==> src/rtl/jump_pkg.sv <==
// Shared types and constants for the jump/fall/land controller and its velocity datapath.
package jump_pkg;

  localparam int unsigned CNT_W = 11;
  localparam logic [CNT_W-1:0] PURE_GRAV_LOAD = 11'd340;

  typedef enum logic [2:0] {
    INIT,
    GROUND,
    AIR_WAIT,
    AIR_SETTLE,
    AIR_APPLY,
    LAND
  } state_t;

  typedef logic signed [7:0] vel_t;

endpackage

==> src/rtl/jump_vel_calc.sv <==
// Combinational velocity/position step: converts the gravity Count into a clamped
// vertical velocity and the next player Y, with ceiling/floor/landing decisions.
module jump_vel_calc
  import jump_pkg::*;
#(
  parameter int Y_MIN      = 0,
  parameter int Y_MAX      = 440,
  parameter int V0         = 10,
  parameter int GRAV_SHIFT = 5,
  parameter int MAX_FALL   = 8
) (
  input  logic [CNT_W-1:0] grav_count,
  input  logic [9:0]       player_y,
  input  logic             on_ground,
  output vel_t             vy,
  output logic [9:0]       y_out,
  output logic             land,
  output logic             hold
);

  localparam logic signed [11:0] V0_S    = 12'(V0);
  localparam logic signed [11:0] FALL_S  = 12'(-MAX_FALL);
  localparam logic signed [11:0] YMIN_S  = 12'(Y_MIN);
  localparam logic signed [11:0] YMAX_S  = 12'(Y_MAX);
  localparam logic [9:0]         YMIN_U  = 10'(Y_MIN);
  localparam logic [9:0]         YMAX_U  = 10'(Y_MAX);
  localparam logic [CNT_W-1:0]   CNT_HOLD = CNT_W'((V0 + MAX_FALL) << GRAV_SHIFT);

  logic [CNT_W-1:0]   shifted;
  logic signed [11:0] vy_raw;
  logic signed [11:0] vy_c;
  logic signed [11:0] y_next;
  logic               ceil_hit;
  logic               floor_hit;

  always_comb begin
    shifted   = grav_count >> GRAV_SHIFT;
    vy_raw    = V0_S - $signed({1'b0, shifted});
    vy_c      = (vy_raw < FALL_S) ? FALL_S : vy_raw;
    y_next    = $signed({2'b00, player_y}) - vy_c;
    ceil_hit  = (y_next < YMIN_S);
    floor_hit = (y_next >= YMAX_S);
    // Ceiling clamp takes priority and keeps the player airborne.
    land      = !ceil_hit && (floor_hit || (on_ground && (vy_c <= 12'sd0)));
    vy        = vel_t'(vy_c);
    if (ceil_hit) begin
      y_out = YMIN_U;
    end else if (floor_hit) begin
      y_out = YMAX_U;
    end else begin
      y_out = 10'(y_next);
    end
    hold = (grav_count >= CNT_HOLD);
  end

endmodule

==> src/rtl/jump_physics_ctrl.sv <==
// Jump/fall/land FSM: sole driver of the gravity counter controls, integrates the
// per-frame velocity derived from its Count into player Y.
module jump_physics_ctrl
  import jump_pkg::*;
#(
  parameter int Y_INIT     = 400,
  parameter int Y_MIN      = 0,
  parameter int Y_MAX      = 440,
  parameter int V0         = 10,
  parameter int GRAV_SHIFT = 5,
  parameter int MAX_FALL   = 8
) (
  input  logic             CLK,
  input  logic             RESET_N,
  input  logic             frame_tick,
  input  logic             jump_btn,
  input  logic             on_ground,
  input  logic [CNT_W-1:0] grav_count,
  output logic             cnt_enable,
  output logic             cnt_pure_grav,
  output logic             cnt_reset,
  output logic [9:0]       player_y,
  output vel_t             vel_y,
  output logic             airborne
);

  state_t     state, state_nx;
  logic       en_nx, pg_nx, rst_nx, air_nx;
  logic [9:0] y_nx;
  vel_t       vel_nx;

  vel_t       vy_calc;
  logic [9:0] y_calc;
  logic       land_calc;
  logic       hold_calc;

  jump_vel_calc #(
    .Y_MIN      (Y_MIN),
    .Y_MAX      (Y_MAX),
    .V0         (V0),
    .GRAV_SHIFT (GRAV_SHIFT),
    .MAX_FALL   (MAX_FALL)
  ) u_vel_calc (
    .grav_count (grav_count),
    .player_y   (player_y),
    .on_ground  (on_ground),
    .vy         (vy_calc),
    .y_out      (y_calc),
    .land       (land_calc),
    .hold       (hold_calc)
  );

  always_ff @(posedge CLK or negedge RESET_N) begin
    if (!RESET_N) begin
      state         <= INIT;
      player_y      <= 10'(Y_INIT);
      vel_y         <= '0;
      cnt_enable    <= 1'b0;
      cnt_pure_grav <= 1'b0;
      cnt_reset     <= 1'b0;
      airborne      <= 1'b0;
    end else begin
      state         <= state_nx;
      player_y      <= y_nx;
      vel_y         <= vel_nx;
      cnt_enable    <= en_nx;
      cnt_pure_grav <= pg_nx;
      cnt_reset     <= rst_nx;
      airborne      <= air_nx;
    end
  end

  // Counter pulses are decoded from the next state so each is registered and
  // at most one kind of command is issued per cycle.
  always_comb begin
    state_nx = state;
    en_nx    = 1'b0;
    pg_nx    = 1'b0;
    rst_nx   = 1'b0;
    y_nx     = player_y;
    vel_nx   = vel_y;
    unique case (state)
      INIT: begin
        rst_nx   = 1'b1;
        state_nx = GROUND;
      end
      GROUND: begin
        vel_nx = '0;
        if (frame_tick) begin
          if (!on_ground) begin
            en_nx    = 1'b1;
            pg_nx    = 1'b1;
            state_nx = AIR_SETTLE;
          end else if (jump_btn) begin
            rst_nx   = 1'b1;
            state_nx = AIR_WAIT;
          end
        end
      end
      AIR_WAIT: begin
        if (frame_tick) begin
          en_nx    = !hold_calc;
          state_nx = AIR_SETTLE;
        end
      end
      AIR_SETTLE: begin
        state_nx = AIR_APPLY;
      end
      AIR_APPLY: begin
        vel_nx   = vy_calc;
        y_nx     = y_calc;
        state_nx = land_calc ? LAND : AIR_WAIT;
      end
      LAND: begin
        rst_nx   = 1'b1;
        vel_nx   = '0;
        state_nx = GROUND;
      end
      default: begin
        state_nx = INIT;
      end
    endcase
    air_nx = (state_nx == AIR_WAIT) || (state_nx == AIR_SETTLE) || (state_nx == AIR_APPLY);
  end

endmodule
==> config.mk <==
export PLATFORM = sky130hd
export DESIGN_NAME = jump_physics_ctrl
export DESIGN_NICKNAME = d
export VERILOG_FILES = /design/src/rtl/jump_pkg.sv /design/src/rtl/jump_vel_calc.sv /design/src/rtl/jump_physics_ctrl.sv
export SDC_FILE = /design/constraint.sdc
export NUM_CORES = 1
export LEC_CHECK = 0
export ABC_AREA = 1
export BUFFER_PORTS_ARGS = -buffer_cell sky130_fd_sc_hd__buf_2
export CORE_MARGIN = 3
export CORE_UTILIZATION = 50
export CTS_CLUSTER_SIZE = 12
export DETAILED_ROUTE_END_ITERATION = 10
export PLACE_DENSITY_LB_ADDON = 0.25
export SKIP_LAST_GASP = 1
export SYNTH_ARGS = -nofsm -noshare
export SYNTH_HDL_FRONTEND = slang
export SYNTH_SLANG_ARGS = --single-unit
==> constraint.sdc <==
create_clock -name CLK -period 6.84 [get_ports CLK]
set_clock_uncertainty 0.05 [all_clocks]
set_input_delay 1.368 -clock CLK [delete_from_list [all_inputs] [get_ports CLK]]
set_output_delay 1.368 -clock CLK [all_outputs]
set_load 0.02 [all_outputs]
==> summary.md, run 1 <==
| Metric | Value |
|---|---|
| Worst EP arrival | `4.29 ns` |
| Reg power frac | `29.9%` |
| Final #Nets | `305` |
| Root Driver | `clkbuf_4` |
| Final critical-path required period | `4.14 ns` |
| Clock transition at path regs | `0.13 ns` |
| Cell internal pwr | `0.420 mW` |
| Share of cells above drive strength 1 | `22.7%` |
| IO Count | `38` |
| Layout Cells excl Fill | `323` |
| Synth warn | `0` |
| Via Count | `1681` |
| Die Span X | `66.1 microns` |
| Cell area after synthesis | `1800 sq um` |
| Final WL | `3920 microns` |
| Hold_ws | `0.470 ns` |
| GR met3 Demand/Resource | `3.74%` |
| TritonCTS clock tree | `done` |
| Unrepaired setup endpoints after global routing | `no` |
| Total power | `0.812 mW` |
| DR vias/cell | `5.20` |
| Cell taking the most area after synthesis | `dfrtp_1` |
| Final Hold Viols | `0` |
| DR WL/cell | `12.1 microns` |
| DP Cell Count | `319` |
| Initial antenna violation count | `0` |
| VDD IR max | `0.278 mV` |
| Crit end category | `register` |
| Max frequency | `0.242 GHz` |
| Area added between synthesis and finish | `13.9%` |
| Busiest grt layer | `met2` |
| Top FF cell, synth | `dfrtp_1` |
| Distinct cells, synth | `34` |
| #FFs+latches synth | `24` |
| First-pass GRT wire length | `6980 microns` |
| Syn nets | `272` |
| Post-synthesis area per instance | `7.36 sq um` |
| P per Cell Area | `395 nW/um^2` |
| CTS buffer count | `3` |
| Gates resized, CTS repair | `0` |
| Port bufs | `32` |
| HP Start | `player_y[8]$_DFFE_PN1N_` |
| Outcome | `finished clean` |
| 1st-iter DRT viols | `79` |
| Post-Route Setup TNS | `0 ns` |
| Post-route ant nets | `0` |
| WS Path Type | `primary input to register` |
| Core box area | `3420 sq um` |
| GRT overflow | `0` |
| DRT Pass-1 Iters | `4` |
| Critical Path Source | `grav_count[5]` |
| CTS max path bufs | `2` |
| Yosys top cell area share | `29.1%` |
| Post-Syn Instances | `245` |
| Switching pwr | `0.392 mW` |
| Row count | `21` |
| DRC violations left | `0` |
| Clock share of power | `12.8%` |
| Reg2reg start | `player_y[0]$_DFFE_PN0N_` |
| Met1 Track Usage GR | `27.3%` |
| Die Ht | `66.1 microns` |
| Clk_lat worst skew | `0.33 ns` |
| Post-synth EDFFs | `0` |
| Routability cong. | `0.823` |
| Endpoints failing setup | `0` |
| Vias in the first global route | `1591` |
| Async SR Flop Fraction | `100%` |
| Sw frac | `48.2%` |
| Worst-Margin Slew | `0.673 ns` |
| Worst hold path class | `register to register` |
| Combinational Power Share | `57.3%` |
| Synth area leaders | `dfrtp_1 29%, nand2_1 14%, inv_1 7.1%` |
| Slew headroom | `55.0%` |
| Initial Util | `52.8%` |
| Leakage power | `1.19 nW` |
| Cts hold-fix bufs | `0` |
| Clock sinks | `24` |
| Largest net degree at the start of global routing | `25` |
| Critical Path RT | `6.99 ns` |
| Final Cycle Share | `60.5%` |
| Gr usage total | `20.5%` |
| Peak fanout along the critical path | `6` |
| Post-CTS setup buffers | `0` |
| Die area | `4360 sq um` |
| # H-tree levels | `1` |
| Final Max Tran Viols | `0` |
| Critical Path Start Type | `primary input` |
| Post-DP HPWL | `3090 microns` |
| Max Cap Viol | `0` |
| Post-synthesis sequential area ratio | `33.5%` |
| Global-route track usage on met2 | `34.0%` |
| Inserted Diodes | `0` |
==> stage by stage <==
| stage | cell area [sq um] | util (%) | worst slack [ns] |
|---|---|---|---|
| floorplan | 1800 | - | 2.87 |
| global placement | 2000 | 58.6 | 2.38 |
| detailed placement | 2000 | 58.6 | 2.34 |
| CTS | 2050 | 60.1 | 2.70 |
| global route | 2050 | 60.1 | 2.31 |
| finish | 2050 | 60.1 | 2.70 |
==> worst max-delay path, cell delays in order <==
cell	delay [ns]
buf_2	0.13
ha_1	0.24
nor2_4	0.17
nor2_4	0.05
nor2_4	0.14
nand2_4	0.11
a21oi_1	0.27
ha_1	0.19
inv_1	0.06
fa_1	0.40
nand2_1	0.08
inv_1	0.04
nor2_1	0.08
nand2_1	0.09
nand3_2	0.08
nand2_1	0.08
nand4_1	0.10
nand2_1	0.06
nand2_1	0.08
nand2_2	0.08
nor2_4	0.13
nand3_1	0.10
nand2_1	0.11
nand4_1	0.08
==> registers in the layout (all words and copies together), names as in the netlist <==
| register | count |
|---|---|
| cnt_enable | 1 |
| cnt_reset | 1 |
| vel_y | 7 |
| airborne | 1 |
| cnt_pure_grav | 1 |
| player_y | 10 |
| state | 3 |
==> per-layer routing <==
layer	routed length, microns	vias up
li1	-	857
met1	1850	780
met2	1840	39
met3	198	5
met4	29	0
met5	0	-
==> cells in the mapped netlist, types with 3 or more instances <==
cell and count:
a21oi_1 9, clkbuf_1 3, dfrtp_1 21, dfstp_2 3
ha_1 10, inv_1 34, nand2_1 66, nand2_2 7
nand3_1 23, nand3_2 3, nand4_1 5, nor2_1 10
nor2_4 5, o21ai_0 16, o21ai_1 6
==> cell families after synthesis <==
logic type                 Yosys count  share of synthesized area (%)
AOI/OAI and AO/OA                   37                           11.5
xor gates and xnor gates             5                           3.26
adders and majority gates           11                           8.05
buffers and inverters               40                           8.54
DFF                                 24                           33.5
and+or+nand+nor                    128                           35.1
==> final timing paths <==
check | end | slack [ns] | cells after the start
min in group asynchronous | vel_y[3]$_DFFE_PN0P_ | 0.94 | 1
setup / recovery | state[0]$_DFF_PN0_ | 2.70 | 24
setup reg to reg | state[0]$_DFF_PN0_ | 4.43 | 18
max in group asynchronous | player_y[8]$_DFFE_PN1N_ | 5.43 | 1
hold / removal | player_y[8]$_DFFE_PN1N_ | 0.47 | 2
hold reg to reg | player_y[8]$_DFFE_PN1N_ | 0.47 | 2
==> layout by cell type, fill, tap and decap left out, drive strengths merged, types with 2 or more instances in the layout <==
master	count
inv	35
clkbuf	3
nand4	6
nand2	75
nor3	2
o21ai	24
a21oi	9
nand3	26
a21o	2
buf	32
dfrtp	21
dfstp	3
xor2	4
nor2	15
ha	10
==> area by class of cell <==
class                           count  area [sq um]
Multi-Input combinational cell    181          1040
Tap cell                           46          57.6
Inverter                           36           135
Clock buffer                        3          22.5
Timing Repair Buffer               32           160
Fill cell                         313          1360
Clock inverter                      1          30.0
Sequential cell                    24           604
==> power by group through the flow <==
stage | sequential (mW) | combinational [mW] | clock [mW]
final | 0.243 | 0.465 | 0.104
after global routing | 0.253 | 0.535 | 0.113
after CTS | 0.244 | 0.467 | 0.105
after detailed placement | 0.247 | 0.463 | 0
after global placement | 0.246 | 0.456 | 0
after floorplan | 0.298 | 0.300 | 0
Note: power is estimated with default switching activity, not from simulation.
==> run 2: changes to the inputs <==
--- a/config.mk
+++ b/config.mk
@@ -8,7 +8,7 @@
 export ABC_AREA = 1
 export BUFFER_PORTS_ARGS = -buffer_cell sky130_fd_sc_hd__buf_2
 export CORE_MARGIN = 3
-export CORE_UTILIZATION = 50
+export CORE_UTILIZATION = 49
 export CTS_CLUSTER_SIZE = 12
 export DETAILED_ROUTE_END_ITERATION = 10
 export PLACE_DENSITY_LB_ADDON = 0.25
==> constraint.sdc (replaced) <==
create_clock -name CLK -period 3.7 [get_ports CLK]
set_clock_uncertainty 0.05 [all_clocks]
set_input_delay 0.74 -clock CLK [delete_from_list [all_inputs] [get_ports CLK]]
set_output_delay 0.74 -clock CLK [all_outputs]
set_load 0.02 [all_outputs]
==> run 2 against run 1 <==
Die area increased by 1.9%. Count of clock-buffer cells in the layout unchanged. Combinational power grew 110%. Setup slack got worse by 2.4 ns. Clock power is 130% higher. Hold slack lost 0.083 ns. Global-route usage fell by 0.38 points. Wire length rose by 4.3%. Critical path type unchanged. Critical endpoint unchanged. Largest power group unchanged. Highest routed layer unchanged.
==> summary.md, run 2 (same netlist as run 1, synthesis figures left out) <==
| Metric | Value |
|---|---|
| DP Cell Count | `334 (was 319)` |
| Gr usage total | `20.1% (was 20.5%)` |
| P per Cell Area | `729 nW/um^2 (was 395 nW/um^2)` |
| Max Cap Viol | `0 (unchanged)` |
| R2R depth | `18 (unchanged)` |
| Sw frac | `46.6% (was 48.2%)` |
| Inserted Diodes | `0 (unchanged)` |
| Combinational Power Share | `58.6% (was 57.3%)` |
| Worst-Margin Slew | `0.655 ns (was 0.673 ns)` |
| IO Count | `38 (unchanged)` |
| DRC violations left | `0 (unchanged)` |
| Max frequency | `0.292 GHz` |
| DRT Pass-1 Iters | `4 (unchanged)` |
| Largest net degree at the start of global routing | `25 (unchanged)` |
| Core box area | `3440 sq um (was 3420 sq um)` |
| Post-Route Setup TNS | `0 ns (unchanged)` |
| Clk_lat worst skew | `0.27 ns (was 0.33 ns)` |
| 1st-iter DRT viols | `94 (was 79)` |
| # H-tree levels | `1 (unchanged)` |
| Cell internal pwr | `0.885 mW (was 0.420 mW)` |
| Worst hold path class | `primary input to asynchronous set/reset pin (was register to register)` |
| Final Max Tran Viols | `0 (unchanged)` |
| Clock sinks | `24 (unchanged)` |
| Post-DP HPWL | `3140 microns (was 3090 microns)` |
| Final Hold Viols | `0 (unchanged)` |
| Die Ht | `66.7 microns (was 66.1 microns)` |
| DR vias/cell | `5.03 (was 5.20)` |
| Reg power frac | `27.2% (was 29.9%)` |
| Row count | `21 (unchanged)` |
| Most common cell after layout, fill and taps aside | `nand2_1 (unchanged)` |
| Share of cells above drive strength 1 | `32.1% (was 22.7%)` |
| Fill cells | `316 (was 313)` |
| Reg2reg start | `player_y[0]$_DFFE_PN0N_ (unchanged)` |
| Critical Path Start Type | `primary input (unchanged)` |
| Cts hold-fix bufs | `0 (unchanged)` |
| Port bufs | `32 (unchanged)` |
| Final WL | `4090 microns (was 3920 microns)` |
| Clock transition at path regs | `0.09 ns (was 0.13 ns)` |
| Final #Nets | `321 (was 305)` |
| DR WL/cell | `12.1 microns (about the same)` |
| Most flops, register | `player_y (unchanged)` |
| CTS max path bufs | `2 (unchanged)` |
| Reg2reg end | `state[0]$_DFF_PN0_ (unchanged)` |
| Leakage power | `1.28 nW (was 1.19 nW)` |
| Vias in the first global route | `1532 (was 1591)` |
| Die area | `4440 sq um (was 4360 sq um)` |
| Root Driver | `clkbuf_8 (was clkbuf_4)` |
| First-pass GRT wire length | `6900 microns (was 6980 microns)` |
| Die Span X | `66.7 microns (was 66.1 microns)` |
| Post-route ant nets | `0 (unchanged)` |
| Via Count | `1705 (was 1681)` |
| Max reg flops | `10 (unchanged)` |
| Total power | `1.66 mW (was 0.812 mW)` |
| Endpoints failing setup | `0 (unchanged)` |
| Initial Util | `52.4% (was 52.8%)` |
| Post-layout instance area | `2270 sq um (was 2050 sq um)` |
| Routability cong. | `0.837 (was 0.823)` |
| Final critical-path required period | `3.43 ns` |
| Initial antenna violation count | `0 (unchanged)` |
| Layout Cells excl Fill | `339 (was 323)` |
| GRT overflow | `0 (unchanged)` |
| WS Path Type | `primary input to register (unchanged)` |
| Area added between synthesis and finish | `26.2% (was 13.9%)` |
| Peak fanout along the critical path | `5 (was 6)` |
| Final Cycle Share | `92.6%` |
| Clock share of power | `14.1% (was 12.8%)` |
| Slew headroom | `56.3% (was 55.0%)` |
| VDD IR max | `0.455 mV (was 0.278 mV)` |
| Hold_ws | `0.386 ns (was 0.470 ns)` |
| Switching pwr | `0.774 mW (was 0.392 mW)` |
| TritonCTS clock tree | `done (unchanged)` |
| Outcome | `finished clean (unchanged)` |
| Most frequent cells in the layout | `64 x nand2_1, 34 x inv_1, 32 x buf_2 (was 66 x nand2_1, 34 x inv_1, 32 x buf_2)` |
| Crit end category | `register (unchanged)` |
| Critical Path RT | `3.80 ns (was 6.99 ns)` |
| Biggest regs | `player_y: 10 flops, vel_y: 7 flops, state: 3 flops (unchanged)` |
| Worst EP arrival | `3.53 ns (was 4.29 ns)` |
| Worst R2R Setup Slack | `1.32 ns (was 4.43 ns)` |
| Placed Area | `2110 sq um (was 2000 sq um)` |
| CTS buffer count | `3 (unchanged)` |
[run 2: repair_timing]
| action | in CTS | in global routing |
|---|---|---|
| buffers inserted | 0 | 1 |
| gates resized for setup | 0 | 17 |
| setup endpoints to repair | 0 | 11 |
[run 2: power by group through the flow]
stage / Clock [mW] / Combinational (mW) / Sequential [mW]
floorplan: 0 / 0.554 / 0.551
global placement: 0 / 0.903 / 0.454
detailed placement: 0 / 0.916 / 0.454
CTS: 0.238 / 0.922 / 0.449
global route: 0.247 / 1.09 / 0.466
finish: 0.234 / 0.972 / 0.452
[run 2: worst max-delay path: stages]
cell,delay [ns]
buf_2,0.12
or2_1,0.24
nand2_1,0.08
o21ai_2,0.08
xor2_1,0.14
nor2_1,0.09
nand2_1,0.09
a21oi_2,0.17
ha_2,0.18
inv_1,0.05
fa_2,0.34
nand2_1,0.06
inv_1,0.04
nor2_2,0.07
nand2_1,0.08
nand3_2,0.09
nand2_2,0.07
nand4_1,0.10
nand2_1,0.06
nand2_1,0.08
nand2_2,0.08
nor2_4,0.20
nand3_2,0.11
nand2_2,0.09
nand4_1,0.08
[run 2: per-stage QoR]
step           utilization [%]  setup WS [ns]
2_1_floorplan                -          0.353
3_3_place_gp              61.4        -0.0400
3_5_place_dp              61.4        -0.0818
4_1_cts                   63.5          0.215
5_1_grt                   66.1       -0.00997
6_report                  66.1          0.273
[run 2: worst max path at each step]
stage                       start                      end  slack [ns]  depth (start not counted)
floorplan           grav_count[5]       state[0]$_DFF_PN0_        0.35                         25
detailed placement  grav_count[6]       state[0]$_DFF_PN0_       -0.08                         26
CTS                 grav_count[6]       state[0]$_DFF_PN0_        0.22                         26
global route        grav_count[6]  player_y[5]$_DFFE_PN0N_       -0.01                         25
finish              grav_count[6]       state[0]$_DFF_PN0_        0.27                         25
global placement    grav_count[5]       state[0]$_DFF_PN0_       -0.04                         26
[run 2: final cells by class]
class / count / area (sq um) / area share, %
Multi-Input combinational cell: 181 / 1130 / 49.5
Sequential cell: 24 / 604 / 26.6
Timing Repair Buffer: 48 / 280 / 12.3
Inverter: 36 / 135 / 5.94
Tap cell: 46 / 57.6 / 2.53
Clock buffer: 3 / 41.3 / 1.82
Clock inverter: 1 / 30.0 / 1.32
[run 2: per-layer routing]
metal	routed length [microns]	track usage [%]	vias to the layer above	share of wire [%]
met2	1970	32.5	32	48
met5	0	0	-	0
met3	170	4.22	2	4.2
met4	17	2.28	0	0.42
li1	-	-	892	-
met1	1930	28.5	779	47
